File: config.mk
export PLATFORM = sky130hd
export DESIGN_NAME = nibble_collect_flat
export DESIGN_NICKNAME = d
export VERILOG_FILES = /design/src/rtl/nibble_collect_if.sv /design/src/rtl/nibble_collect.sv /design/src/flat_wrapper.sv
export SDC_FILE = /design/constraint.sdc
export NUM_CORES = 1
export LEC_CHECK = 0
export CAP_MARGIN = 20
export CORE_MARGIN = 1
export CORE_UTILIZATION = 50
export DETAILED_ROUTE_END_ITERATION = 12
export PLACE_DENSITY = 0.81
export SETUP_SLACK_MARGIN = 0.2
export SLEW_MARGIN = 15
export SYNTH_ARGS = -nofsm -noshare
export SYNTH_HDL_FRONTEND = slang
export SYNTH_SLANG_ARGS = --single-unit
File: constraint.sdc
create_clock -name clk -period 2.8 [get_ports clk]
set_input_delay 0.56 -clock clk [delete_from_list [all_inputs] [get_ports clk]]
set_output_delay 0.56 -clock clk [all_outputs]
set_load 0.005 [all_outputs]
File: src/rtl/nibble_collect_if.sv
// Nibble-in / word-out bus for nibble_collect.
// master drives nibbles and ready; slave returns the FIFO head.
interface nibble_collect_if;
  logic [3:0]  din;
  logic        din_vld;
  logic        word_rdy;
  logic [15:0] word;
  logic        word_vld;
  logic [2:0]  level;
  logic        ovf;
  logic        tmo;

  modport master (
    output din,
    output din_vld,
    output word_rdy,
    input  word,
    input  word_vld,
    input  level,
    input  ovf,
    input  tmo
  );

  modport slave (
    input  din,
    input  din_vld,
    input  word_rdy,
    output word,
    output word_vld,
    output level,
    output ovf,
    output tmo
  );
endinterface

File: src/rtl/nibble_collect.sv
// Packs 4-bit nibbles MSB-first into 16-bit words behind a 4-deep FIFO.
// Optional partial-word timeout: define NIBBLE_TIMEOUT_EN.
module nibble_collect (
  input logic             clk,
  input logic             rst,
  nibble_collect_if.slave bus
);

  logic [1:0]  cnt;
  logic [11:0] part;
  logic [15:0] mem [4];
  logic [1:0]  wr_ptr;
  logic [1:0]  rd_ptr;
  logic [2:0]  lvl;
  logic        ovf_q;
  logic        tmo_q;
  logic        tmo_hit;

  logic        empty;
  logic        full;
  logic        push;
  logic        pop;
  logic        wr_en;
  logic        drop;
  logic [15:0] new_word;

  // FIFO status and push/pop qualification
  always_comb begin
    empty    = (lvl == 3'd0);
    full     = (lvl == 3'd4);
    push     = bus.din_vld && (cnt == 2'd3);
    pop      = !empty && bus.word_rdy;
    wr_en    = push && (!full || pop);
    drop     = push && full && !pop;
    new_word = {part, bus.din};
  end

`ifdef NIBBLE_TIMEOUT_EN
  logic [3:0] idle;

  // 8th idle cycle of a started word discards it
  always_comb begin
    tmo_hit = !bus.din_vld && (cnt != 2'd0)
              && (idle == 4'd7);
  end

  // idle counter and one-cycle timeout pulse
  always_ff @(posedge clk) begin
    if (rst) begin
      idle  <= 4'd0;
      tmo_q <= 1'b0;
    end else begin
      tmo_q <= tmo_hit;
      if (bus.din_vld || tmo_hit) begin
        idle <= 4'd0;
      end else if (cnt != 2'd0) begin
        idle <= idle + 4'd1;
      end
    end
  end
`else
  // partial words are held indefinitely
  always_comb begin
    tmo_hit = 1'b0;
    tmo_q   = 1'b0;
  end
`endif

  // nibble counter and partial word assembly
  always_ff @(posedge clk) begin
    if (rst) begin
      cnt  <= 2'd0;
      part <= 12'h000;
    end else if (tmo_hit) begin
      cnt  <= 2'd0;
      part <= 12'h000;
    end else if (bus.din_vld) begin
      cnt <= cnt + 2'd1;
      unique case (cnt)
        2'd0: part[11:8] <= bus.din;
        2'd1: part[7:4]  <= bus.din;
        2'd2: part[3:0]  <= bus.din;
        2'd3: part       <= 12'h000;
        default: ;
      endcase
    end
  end

  // FIFO storage; contents are masked while empty
  always_ff @(posedge clk) begin
    if (!rst && wr_en) begin
      mem[wr_ptr] <= new_word;
    end
  end

  // FIFO pointers, occupancy and sticky overflow
  always_ff @(posedge clk) begin
    if (rst) begin
      wr_ptr <= 2'd0;
      rd_ptr <= 2'd0;
      lvl    <= 3'd0;
      ovf_q  <= 1'b0;
    end else begin
      if (wr_en) begin
        wr_ptr <= wr_ptr + 2'd1;
      end
      if (pop) begin
        rd_ptr <= rd_ptr + 2'd1;
      end
      if (wr_en && !pop) begin
        lvl <= lvl + 3'd1;
      end else if (pop && !wr_en) begin
        lvl <= lvl - 3'd1;
      end
      if (drop) begin
        ovf_q <= 1'b1;
      end
    end
  end

  // head of FIFO and status to the bus
  always_comb begin
    bus.word     = empty ? 16'h0000 : mem[rd_ptr];
    bus.word_vld = !empty;
    bus.level    = lvl;
    bus.ovf      = ovf_q;
    bus.tmo      = tmo_q;
  end

endmodule

File: src/flat_wrapper.sv
// flat-port wrapper written by rule: the top's interface ports become plain ports
module nibble_collect_flat 
  (clk, rst, bus_din, bus_din_vld, bus_word_rdy, bus_word, bus_word_vld, bus_level, bus_ovf, bus_tmo);
  nibble_collect_if bus_i ();
  input logic clk;
  input logic rst;
  input wire logic [$bits(bus_i.din)-1:0] bus_din;
  input wire logic [$bits(bus_i.din_vld)-1:0] bus_din_vld;
  input wire logic [$bits(bus_i.word_rdy)-1:0] bus_word_rdy;
  output wire logic [$bits(bus_i.word)-1:0] bus_word;
  output wire logic [$bits(bus_i.word_vld)-1:0] bus_word_vld;
  output wire logic [$bits(bus_i.level)-1:0] bus_level;
  output wire logic [$bits(bus_i.ovf)-1:0] bus_ovf;
  output wire logic [$bits(bus_i.tmo)-1:0] bus_tmo;
  assign bus_i.din = bus_din;
  assign bus_i.din_vld = bus_din_vld;
  assign bus_i.word_rdy = bus_word_rdy;
  assign bus_word = bus_i.word;
  assign bus_word_vld = bus_i.word_vld;
  assign bus_level = bus_i.level;
  assign bus_ovf = bus_i.ovf;
  assign bus_tmo = bus_i.tmo;
  nibble_collect u_core (.clk(clk), .rst(rst), .bus(bus_i));
endmodule
# After elaboration in Yosys (flattened, before gate mapping)

Memories as Yosys holds them, arrays and structs flattened. A register that Yosys moved wholly into a read port is not among the register bits.
Index checks and enable logic that the tools add are counted.

Bits in registers: 22
Bits in latches: 0
Memory bits (writable): 64
Bits in read-only memories: 0
Input port bits: 8
Output and inout port bits: 22
Logic and storage cells: 51
Memories kept: 1

$add $sub $neg: 5
Multipliers: 0
Div/mod/pow operators: 0
$lt $le $gt $ge: 0
Eq/ne operators: 4
Shift-type cells: 0
Mux-type cells: 10
Bitwise logic cells: 0
Reduce and logical (&&, ||, !) cells: 23

Memories:

| memory     | depth | width | rd ports | clocked after Yosys merged registers in | write ports | line                 | RTL |
|---|---|---|---|---|---|---|---|
| u_core.mem | 4     | 16    | 1        | 1                                       | 1           | nibble_collect.sv:11 | `logic [15:0] mem [4];` |

Operators by type and width:

| cell                                                | count |
|---|---|
| one-hot mux 4 bit (2 select lines)                  | 3 |
| two-way mux 16 bit                                  | 1 |
| logical AND 1 bit                                   | 8 |
| nonzero test 2 bit                                  | 4 |
| adder 2 x 1 -> 2 bit, second input constant         | 3 |
| two-way mux 3 bit                                   | 2 |
| AND reduction 2 bit                                 | 3 |
| logical NOT 1 bit                                   | 5 |
| equality test 2 bit, second input constant          | 2 |
| two-way mux 2 bit                                   | 2 |
| adder 3 x 1 -> 3 bit, second input constant         | 1 |
| equality test 3 bit, second input constant          | 1 |
| logical NOT 3 bit                                   | 1 |
| subtractor 3 x 1 -> 3 bit, second input constant    | 1 |
| equality test 2 x 1 -> 1 bit, second input constant | 1 |
| logical NOT 2 bit                                   | 1 |
| two-way mux 1 bit                                   | 2 |
| logical OR 1 bit                                    | 1 |

# Logic depth before layout (Yosys ltp)

Gate-level depths: netlist (run 1).

Word-level depth: 9
Gate-level depth with buffers: 9
Mapped depth without buffers: 9

# Least setup slack after synthesis (run 1)

Ideal clock, no wire load.

Path type: register to register
From: register u_core.lvl[0] (netlist: u_core.bus.level[0])
To: register u_core.lvl[2] (netlist: u_core.bus.level[2])
Library setup time: 70 ps
Arrival time: 2009 ps
Data required time: 2730 ps
Path slack: 721 ps
Cell stages (with the launch flop): 9
Buffers on the path: 0
Period minus slack after synthesis: 2079 ps
Cells stage by stage: dfxtp_1 -> nor4b_4 -> nor2_1 -> ha_1 -> inv_1 -> fa_1 -> xor2_1 -> or3_1 -> a21oi_1

Word-level cells in the longest chain between the ends: 8
Elaborated cells between the ends (all ways): 16
Classes of those cells: add/sub (2); eq/ne (1); mux (2); reduce/logical (11)

Ends and longest elaborated chain:

| item                                                                              | line                  | RTL |
|---|---|---|
| start, declared                                                                   | nibble_collect.sv:14  | `logic [2:0] lvl;` |
| start signal, assigned                                                            | nibble_collect.sv:111 | `lvl <= lvl + 3'd1;` |
| start signal, assigned                                                            | nibble_collect.sv:113 | `lvl <= lvl - 3'd1;` |
| parallel branches: the longest is 8 deep, another holds subtractor 3 x 1 -> 3 bit | --                    |  |

Several ways; the timed one is not identified. The select of a mux whose other input is x is not followed.
A chain may end at the register's enable or synchronous reset.

==> reports/summary.md, run 1 <==
Dividing the detail-routed wire length by the instance count gives 16.6 microns. The logs give 0.343 mV for the peak supply drop and 0 for the antenna diode count. In this run the vertical extent of the chip is 86.5 microns. For the standard cell core area, the log shows 6830 sq um. In this run the mean area of a mapped cell was 16.4 sq um. Counting distinct cell types in the post-synthesis netlist gives 34. Synthesis inferred 88 register bits.

The share of total power consumed by net switching was 0.255. The first global-routing pass estimated 9240 microns of wire. The logs give 235 for the total nets after synthesis and 9 for the clock buffer count from CTS. Port buffering added 28 buffers. H-tree depth reported by CTS: 3. The tools report the post-synthesis instance area as 3570 sq um. In this run the clock root is driven by a sky130_fd_sc_hd__clkbuf_8.

DRC violation total after the first TritonRoute iteration: 83. Top-level I/O count: 30. The longest individual stage delay on the worst path came out at 0.50 ns.

The internal portion of the total power is 2.65 mW. The arrival time reported for the critical path endpoint came out at 1.98 ns. The most common cell after layout, fill and taps aside is sky130_fd_sc_hd__edfxtp_1. The worst setup path category was reg -> out. The run gives 1790 as the number of global-route vias before repair. The logs give 0.431 for the relative contribution of sequential cells to total power and 0 for the initial antenna violation count. In this run the deepest clock path goes through 2 buffers. In the layout the commonest cells are 64 x sky130_fd_sc_hd__edfxtp_1, 23 x sky130_fd_sc_hd__dfxtp_1, 21 x sky130_fd_sc_hd__clkdlybuf4s50_1, 18 x sky130_fd_sc_hd__nor2_1, 13 x sky130_fd_sc_hd__nor2b_1. For the cell count after synthesis, the log shows 218. The share of Yosys cell area claimed by the top area cell type came out at 0.538.

For the max-slew violation count, the log shows 0. The logs give 0 for the max-capacitance violation count and 0.34 ns for the later-pin clock latency in the skew report. Power spread over the standard cell area amounts to 830 nW/um^2. The overall routed net length came out at 5980 microns.

Largest area contributor in the netlist: sky130_fd_sc_hd__edfxtp_1. Data on the critical path is required at its endpoint by 2.24 ns. In the final design database the tool counted 276 nets.

For the relative contribution of the clock network to total power, the log shows 0.284. The site row count is 30. Buffers inserted to repair hold after CTS numbered 0.

The kind of cell adding the most delay to the critical path is buffers and inverters. In the routed layout, each cell is associated on average with a via count of 5.16. The run finished with clean final reports. For the static leakage, the log shows 1.55 nW. Net load switching power: 0.905 mW. Of all nets on the critical path, the largest fanout is 8. The die is 86.5 microns wide.

The remaining design rule violation count is 0. The slowest stage of the critical path belongs to the cell sky130_fd_sc_hd__mux4_2. The accumulated negative setup slack came out at 0 ns. The path type of the worst min-delay path is reg -> reg.

Walking the worst path, the cells encountered are clkbuf_16, mux4_2, nor2b_4, clkdlybuf4s50_1. The post-synthesis to final-layout area growth came out at 20.0%. The shortest period the worst path allows is 2.54 ns, and the number of hold-slack violations in the final timing report is 0. In the post-synthesis netlist, the biggest area contributors are sky130_fd_sc_hd__edfxtp_1 54%, sky130_fd_sc_hd__dfxtp_1 13%, sky130_fd_sc_hd__mux4_2 6.3%. The peak clock frequency supported by timing is 394 MHz. The die covers 7490 sq um. Setup repair after global routing left no endpoint under its margin. The run gives 26 as the pin count of the biggest net entering global routing.

The count of nets left with antenna violations once routing finished came out at 0. The final cycle utilization of the critical path is 0.907, and the clock transition at the registers of the reported paths is 0.08 ns. The logs give 0.172 for the total global routing track utilization and 3.56 mW for the post-route total power. The combinational share of power is 0.285, and the residual overflow from global routing is 0. The logs give 0.712 for the final estimated routing congestion in global placement and 88 for the number of sinks on the clock net.

Setup violations remaining at the end of the flow were counted as 0. The fraction of final layout cells with drive strength greater than 1 was 0.167. The tools report the yosys synthesis warning count as 0. The starting density of the core is 0.523, and the number of buffers and inverters on the critical path is 2. TritonCTS built the clock tree. The logs give 0.0131 ns for the setup clock skew after layout and 5 for the number of detailed-routing iterations run before antenna repair. Detailed placement finished with a half-perimeter wire length of 3830 microns. For the sequential element share of the synthesized area, the log shows 0.672.

For this block, the via count after detailed routing is 1858. The tools report the critical path capture point type as an output port. STA classifies the critical path startpoint as a register.
-- cell usage after synthesis, drive strengths merged --
cell type and n:
nand2b 2, mux4 16, mux2 1, o21ai 5, dfxtp 24, conb 1
or3 2, nor3 2, fa 1, nand4b 4, nor2 18, a22oi 8
a31oi 1, edfxtp 64, nand2 7, o31ai 1, buf 7, ha 8
nor4b 1, and3b 3, mux2i 2, xnor2 1, and2 4, a21oi 6
clkbuf 4, xor2 3, nor2b 16, inv 6
-- final cells by class --
class / count / area (sq um)
repair buffers: 41 / 425
clock buffers: 11 / 131
flip-flops and latches: 88 / 2410
inverters: 6 / 22.5
multi-input cells: 113 / 1070
well taps: 96 / 120
clock inverters: 5 / 106
fillers: 508 / 2540
-- power by group through the flow --
stage	registers (mW)	clock network [mW]	logic, mW
after floorplan	1.54	0	0.587
after global placement	1.55	0	0.990
after CTS	1.52	1.03	1.02
final	1.53	1.01	1.01
after detailed placement	1.55	0	1.01
after global routing	1.54	1.08	1.10
-- path summary, 6_finish.rpt --
kind / startpoint / to / slack, ns / depth (start not counted)
worst min-delay path: u_core.bus.ovf / u_core.bus.ovf / 0.49 / 2
worst max-delay path: register / bus_word[7] / 0.26 / 4
worst max register to register: u_core.bus.level[1] / u_core.bus.level[2] / 0.53 / 7
worst min register to register: u_core.bus.ovf / u_core.bus.ovf / 0.49 / 2
-- worst min-delay path: stages (launching register included) --
cell                      delay [ns]
sky130_fd_sc_hd__dfxtp_1        0.35
sky130_fd_sc_hd__a31oi_1        0.04
sky130_fd_sc_hd__nor2_1         0.07
-- registers in the layout, summed over array words and instances (netlist names), named ones only --
name,cells
u_core.rd_ptr,2
u_core.bus.ovf,1
u_core.wr_ptr,2
u_core.part,12
u_core.bus.level,3
u_core.cnt,2
u_core.mem,64
-- per-stage QoR --
stage / util / setup WS (ns) / instance area [sq um] / hold WS [ns] / cells
after global placement: 0.585 / 0.211 / 4000 / 0.472 / 342
after global routing: 0.627 / 0.200 / 4290 / 0.519 / 360
final: 0.627 / 0.261 / 4290 / 0.488 / 360
after CTS: 0.620 / 0.150 / 4230 / 0.492 / 358
after floorplan: - / 0.721 / 3570 / 0.459 / 218
after detailed placement: 0.585 / 0.136 / 4000 / 0.473 / 342
-- what timing repair did --
| action | CTS | global route |
|---|---|---|
| gates cloned | 0 | 1 |
| setup endpoints to repair | 6 | 16 |
| gates resized for setup | 0 | 9 |
| endpoints found under the hold margin | 0 | 0 |
| setup buffers | 0 | 1 |
-- metal layers --
layer  wire, microns  vias up  track usage
met2            3100       44        0.289
met4              65        0       0.0500
met3             187        4       0.0400
met5               0        -            0
met1            2620      909        0.224
li1                -      901            -
-- kinds of logic (layout without fill, tap and decap cells) --
logic type | Yosys count | after routing | synth area share
flip-flops | 88 | 88 | 0.672
AND/OR/NAND/NOR | 59 | 59 | 0.104
AO/OA/AOI/OAI | 21 | 21 | 0.0361
multiplexers | 19 | 19 | 0.116
buffers and inverters | 17 | 63 | 0.0270
adder cells (fa/ha/maj) | 9 | 9 | 0.0336
XOR/XNOR | 4 | 4 | 0.00981
other | 1 | 1 | 0.00105
Power figures use the tool's default switching activity.
==> run 2, diff against run 1 <==
- CAP_MARGIN: 20 -> unset
- CORE_UTILIZATION: 50 -> 40
- HOLD_SLACK_MARGIN: unset -> 0.03
- PLACE_DENSITY: 0.81 -> 0.7
==> run 2 against run 1 <==
Sequential share of layout area decreased by 0.52 points. Global-route usage shrank 2.1 points. Cell area increased by 0.93%. Flip-flop and latch count stayed put. Combinational power grew 6%. Wire length grew 3.6%. Critical endpoint is now bus_word[0]. Largest cell class unchanged. Largest power group unchanged.
==> reports/summary.md, run 2 (same netlist as run 1, synthesis figures left out) <==
The run gives 4 (-1) as the number of detailed-routing iterations run before antenna repair. The worst setup path is launched from a register. For the relative contribution of sequential cells to total power, the log shows 0.447 (+0.016). For the overall die area, the log shows 9320 sq um (+24%). Most common cell after layout, fill and taps aside: sky130_fd_sc_hd__edfxtp_1. The clock transition at the registers of the reported paths was 0.08 ns (about the same); the number of flip-flops in the largest register was 64 (unchanged). The shortest period the worst path allows was 2.53 ns (-0.00731 ns). The logs give 2410 sq um (unchanged) for the total area of sequential cells and 0 (unchanged) for the count of nets left with antenna violations after detail routing.

Setup repair after global routing could not meet its margin everywhere. The run gives 3 (unchanged) as the H-tree depth reported by CTS. The half-perimeter wire length after detailed placement was 4020 microns (+4.9%).

The worst setup path is captured at an output port. Final estimated routing congestion in global placement: 0.773 (+8.7%). The accumulated negative setup slack came out at 0 ns (unchanged).

The global-route wire length before repair was 9780 microns (+5.9%); the combinational share of power was 0.311 (+0.026). The share of total power consumed by net switching is 0.268 (+0.0132), and the final cycle utilization of the critical path is 0.904 (-0.00261). Antenna diode count: 0 (unchanged). The tree is rooted in a sky130_fd_sc_hd__clkbuf_8. The worst setup path category is reg -> out.

Overall via count from detail_route: 1900 (+2.3%). Relative to the synthesized area, the layout overhead comes to 21.1%. The logs give 0.35 ns (about the same) for the later-pin clock latency in the skew report and 286 (+3.6%) for the number of nets in the finished design. The total of hold buffers inserted after clock tree synthesis is 0 (unchanged), and the total global routing track utilization is 0.151 (-0.0211). The tools report the clock buffer count from CTS as 9 (unchanged).

In the layout the commonest cells are 64 x sky130_fd_sc_hd__edfxtp_1, 23 x sky130_fd_sc_hd__dfxtp_1, 21 x sky130_fd_sc_hd__buf_4, 18 x sky130_fd_sc_hd__nor2_1, 18 x sky130_fd_sc_hd__clkdlybuf4s50_1. Pin count of the biggest net entering global routing: 26 (unchanged). The number of sinks on the clock net came out at 88 (unchanged). Max-slew violation count: 0 (unchanged). The die width works out to 96.5 microns (+12%). Static leakage: 1.62 nW (+4.4%). For the site row count, the log shows 34 (+13%).

The relative contribution of the clock network to total power is 0.242 (-0.042). The number of global-route vias before repair came out at 1831 (+2.3%). The overall die height was 96.5 microns (+12%).

The top-level I/O count is 30 (unchanged). The run gives 127 (+53%) as the DRC violation total after the first TritonRoute iteration. The total power per unit cell area works out to 796 nW/um^2 (-4.1%). Ranked by flip-flop count, first place goes to u_core.mem. For the initial antenna violation count, the log shows 0 (unchanged).

The run gives 0 (unchanged) as the remaining design rule violation count. The fraction of final layout cells with drive strength greater than 1 came out at 0.204 (+0.0377). The tools report the residual overflow from global routing as 0 (unchanged). The highest fanout seen on the critical path was 8 (unchanged). The tools report the peak clock frequency supported by timing as 395 MHz (+0.29%). The tightest min-delay check is of the reg -> reg type.

The max-capacitance violation count is 0 (unchanged). Net load switching power: 0.922 mW (+1.8%). The number of hold-slack violations in the final timing report is 0 (unchanged), and the overall routed net length is 6190 microns (+3.6%). The via-per-instance ratio came out at 4.97 (-3.6%). The routed wirelength normalized by instance count was 16.2 microns (-2.4%). The number of buffers added on ports came out at 28 (unchanged).

The standard cell core area is 8680 sq um (+27%), and the fill cell total of the finished layout is 744 (+46%). The flow ran to the end, and the final reports show no timing, DRC or antenna violations. The setup violation total in the final timing report was 0 (unchanged). The peak supply drop was 0.244 mV (-29%); the data required time at the worst endpoint was 2.24 ns (about the same). The logs give 0.412 (-0.111) for the starting density of the core and 2 (unchanged) for the number of buffers between clock root and the deepest sink. The area of the multi-input gates is 1070 sq um (-0.70%). The tools report the design internal power as 2.52 mW (-4.9%). Setup clock skew after layout: 0.00961 ns (-0.00353 ns).

Minimum hold slack: 0.477 ns (-0.0109 ns). TritonCTS built the clock tree. Arrival time reported for the critical path endpoint: 1.97 ns (about the same).
-- run 2: area by class of cell --
| class | count | share of cell area |
|---|---|---|
| clock buffers | 11 | 0.0304 |
| clock inverters | 5 | 0.0133 |
| inverters | 6 | 0.00521 |
| multi-input cells | 113 | 0.247 |
| flip-flops and latches | 88 | 0.556 |
| well taps | 108 | 0.0312 |
| repair buffers | 51 | 0.117 |
-- run 2: stage by stage --
stage | util | std cells | setup slack, ns | instance area, sq um | total power [mW]
after detailed placement | 0.466 | 359 | 0.0972 | 4050 | 2.59
after global placement | 0.466 | 359 | 0.192 | 4050 | 2.58
final | 0.499 | 382 | 0.268 | 4330 | 3.44
after CTS | 0.492 | 376 | 0.174 | 4270 | 3.46
after floorplan | - | 218 | 0.721 | 3570 | 2.12
after global routing | 0.499 | 382 | 0.190 | 4330 | 3.64
-- run 2: worst paths after layout --
check                                    startpoint             endpoint  slack (ns)  depth (start not counted)
worst min-delay path               u_core.rd_ptr[1]             register        0.48                          2
worst min register to register     u_core.rd_ptr[1]             register        0.48                          2
worst max register to register  u_core.bus.level[1]  u_core.bus.level[2]        0.61                          7
worst max-delay path                       register          bus_word[0]        0.27                          4
-- run 2: power groups by stage --
stage	registers, mW	clock network [mW]	logic [mW]
after global routing	1.55	0.907	1.19
after global placement	1.55	0	1.03
after CTS	1.54	0.853	1.07
final	1.54	0.834	1.07
after floorplan	1.54	0	0.587
after detailed placement	1.55	0	1.03
-- run 2: what timing repair did --
item / 4_1_cts / 5_1_grt
endpoints found under the setup margin: 6 / 15
setup buffers: 0 / 6
gates resized for setup: 4 / 11
gates cloned: 1 / 0
-- run 2: critical path, stage by stage, from the launching register on --
cell and delay [ns]:
sky130_fd_sc_hd__dfxtp_4 0.40, sky130_fd_sc_hd__buf_12 0.14, sky130_fd_sc_hd__mux4_2 0.50, sky130_fd_sc_hd__nor2b_1 0.14, sky130_fd_sc_hd__clkdlybuf4s50_1 0.43
-- run 2: layer usage --
layer | GRT usage | vias up | wire (microns)
met1 | 0.193 | 945 | 2800
li1 | - | 920 | -
met4 | 0.0625 | 0 | 76
met2 | 0.240 | 29 | 3100
met3 | 0.0430 | 6 | 215
met5 | 0 | - | 0
==> run 3, diff against run 2 <==
- CORE_UTILIZATION: 40 -> 30
- PLACE_DENSITY: 0.7 -> 0.58
==> run 3 against run 2 <==
The flow now finishes with violations (DRC). Setup slack lost 0.057 ns. Register-to-register slack worse by 0.14 ns. Utilization shrank 12 points. Wire length rose by 6.5%. Cell area is 1.2% higher. Critical path depth is the same. Power up 6.9%. Critical path type unchanged. Largest cell class unchanged. Largest power group unchanged.
==> reports/summary.md, run 3 (same netlist as run 1, synthesis figures left out) <==
The run finished, with violations left. The final reports fail on DRC. The final cycle utilization of the critical path works out to 0.925 (+0.0204). The max-capacitance violation count was 0 (unchanged); the number of buffers added on ports was 28 (unchanged). The post-route cell area came out at 4380 sq um (+1.2%). The fraction of final layout cells with drive strength greater than 1 was 0.178 (-0.0263).

The fill cell total of the finished layout is 1083 (+46%), and the clock buffer count from CTS is 9 (unchanged). The initial antenna violation count came out at 0 (unchanged). The number of global-route vias before repair is 1931 (+5.5%), and the overall via count from detail_route is 1865 (-1.8%).

The later-pin clock latency in the skew report is 0.33 ns (-0.02 ns), and the global-route wire length before repair is 10500 microns (+7.7%). Arrival time reported for the critical path endpoint: 2.03 ns (+0.06 ns). The top cell types in the final layout, fill and taps aside, are 64 x sky130_fd_sc_hd__edfxtp_1, 23 x sky130_fd_sc_hd__dfxtp_1, 22 x sky130_fd_sc_hd__clkdlybuf4s50_1, 18 x sky130_fd_sc_hd__nor2_1, 13 x sky130_fd_sc_hd__nor2b_1. Setup repair after global routing could not meet its margin everywhere. For the number of sinks on the clock net, the log shows 88 (unchanged).

The static leakage is 1.55 nW (-4.4%). The clock transition at the registers of the reported paths is 0.06 ns (-0.02 ns). The logs give 2410 sq um (unchanged) for the total area of sequential cells and 0.114 (-0.0365) for the total global routing track utilization.

The number of nets in the finished design is 276 (-3.5%). The logs give 4050 sq um (about the same) for the area after detailed placement and 11500 sq um (+33%) for the standard cell core area. The highest fanout seen on the critical path was 8 (unchanged).

For the pin count of the biggest net entering global routing, the log shows 26 (unchanged). The setup clock skew after layout is 0.00553 ns (-0.00408 ns), and the total of hold buffers inserted after clock tree synthesis is 0 (unchanged). The via-per-instance ratio is 4.58 (-7.9%). The logs give 3160 microns (+1.9%) for the routed length on met2 and 0.380 (-0.118) for the core occupancy in the finished layout.

For the DRC violation total after the first TritonRoute iteration, the log shows 99 (-22%). The top-level I/O count came out at 30 (unchanged). Residual overflow from global routing: 0 (unchanged).

The area of the multi-input gates came out at 1070 sq um (unchanged). The tools report the length of routed met3 wiring as 287 microns (+33%). The critical path capture point type is an output port. The tools report the setup violation total in the final timing report as 0 (unchanged).

The total power per unit cell area is 841 nW/um^2 (+5.7%). The final estimated routing congestion in global placement was 0.725 (-6.2%). The antenna diode count was 0 (unchanged). The number of hold-slack violations in the final timing report was 0 (unchanged); the overall die height was 111 microns (+15%).

The logs give 39 (+15%) for the site row count and 0 (unchanged) for the max-slew violation count. Compared with the post-synthesis result, the final layout area differs by 22.5%. Overall die area: 12400 sq um (+33%).

The detailed router used layers up to and including met4. For the detailed-route wire length on metal 1, the log shows 3100 microns (+11%). Data required time at the worst endpoint: 2.24 ns (about the same). The peak supply drop was 0.384 mV (+57%). The routed wirelength normalized by instance count came out at 16.2 microns (about the same). The logs give 0.310 (-0.101) for the starting density of the core and 6590 microns (+6.5%) for the overall routed net length. For the count of nets left with antenna violations after detail routing, the log shows 0 (unchanged). The remaining design rule violation count was 2 (+2); the H-tree depth reported by CTS was 3 (unchanged). The accumulated negative setup slack came out at 0 ns (unchanged).

The tools report the half-perimeter wire length after detailed placement as 3840 microns (-4.5%). The tools report the peak clock frequency supported by timing as 386 MHz (-2.2%). Worst setup path category: reg -> out. The register bank with the most flops is u_core.mem.

Leaving out fill and tap cells, the most frequent cell in the layout is sky130_fd_sc_hd__edfxtp_1. Number of detailed-routing iterations run before antenna repair: 9 (+5). TritonCTS built the clock tree.

The shortest period the worst path allows came out at 2.59 ns (+0.0571 ns). In this run the clock root is driven by a sky130_fd_sc_hd__clkbuf_16. In this run the worst hold path is classified as reg -> reg. The number of flip-flops in the largest register works out to 64 (unchanged).

STA classifies the critical path startpoint as a register. The die width is 111 microns (+15%), and the number of buffers between clock root and the deepest sink is 2 (unchanged).
[run 3: cell count changes in the layout (fill, tap and decap cells not counted), moves of 2 or more]
cell,delta
sky130_fd_sc_hd__clkinv_2,-2
sky130_fd_sc_hd__clkdlybuf4s50_1,+4
sky130_fd_sc_hd__buf_4,-10
sky130_fd_sc_hd__dlymetal6s2s_1,-3
sky130_fd_sc_hd__inv_6,+2
sky130_fd_sc_hd__clkbuf_16,+10
sky130_fd_sc_hd__clkbuf_8,-9
[run 3: worst max-delay path, cell delays in order, from the launching register on]
cell and delay [ns]:
sky130_fd_sc_hd__dfxtp_4 0.39, sky130_fd_sc_hd__buf_12 0.15, sky130_fd_sc_hd__mux4_1 0.56, sky130_fd_sc_hd__nor2b_1 0.15
sky130_fd_sc_hd__clkdlybuf4s50_1 0.45
[run 3: power breakdown]
group	internal, mW	switching, mW	leakage, nW	total, mW
clock network	0.612	0.498	0.134	1.11
registers	1.45	0.0878	0.762	1.54
logic	0.619	0.416	0.655	1.03
[run 3: metal layers]
metal | up-vias | track usage
met1 | 925 | 0.147
met2 | 38 | 0.182
met5 | - | 0
met3 | 4 | 0.0344
met4 | 0 | 0.0405
li1 | 898 | -
[run 3: worst paths after layout]
check | startpoint | endpoint | slack (ns) | depth (start not counted)
max | register | bus_word[3] | 0.21 | 4
min | u_core.bus.ovf | u_core.bus.ovf | 0.48 | 2
max reg2reg | u_core.cnt[0] | u_core.bus.level[2] | 0.47 | 9
min reg2reg | u_core.bus.ovf | u_core.bus.ovf | 0.48 | 2
[run 3: repair_timing]
action                                  CTS  global route
buffers inserted                          0             2
gates resized for setup                   0            10
endpoints found under the setup margin    6            16
cloned                                    0             1
[run 3: final cells by class]
| type | count | area share |
|---|---|---|
| sequential | 88 | 0.550 |
| clock inverter | 6 | 0.0117 |
| tap | 143 | 0.0409 |
| inverter | 6 | 0.00514 |
| multi-input combinational | 113 | 0.244 |
| clock buffer | 10 | 0.0523 |
| timing repair buffer | 41 | 0.0966 |
[run 3: metrics by stage]
stage,power [mW],setup slack (ns),hold slack (ns),instances
6_report,3.68,0.211,0.484,407
3_3_place_gp,2.57,0.210,0.475,388
5_1_grt,3.88,0.152,0.510,407
2_1_floorplan,2.12,0.721,0.459,218
3_5_place_dp,2.59,0.133,0.485,388
4_1_cts,3.71,0.132,0.498,404
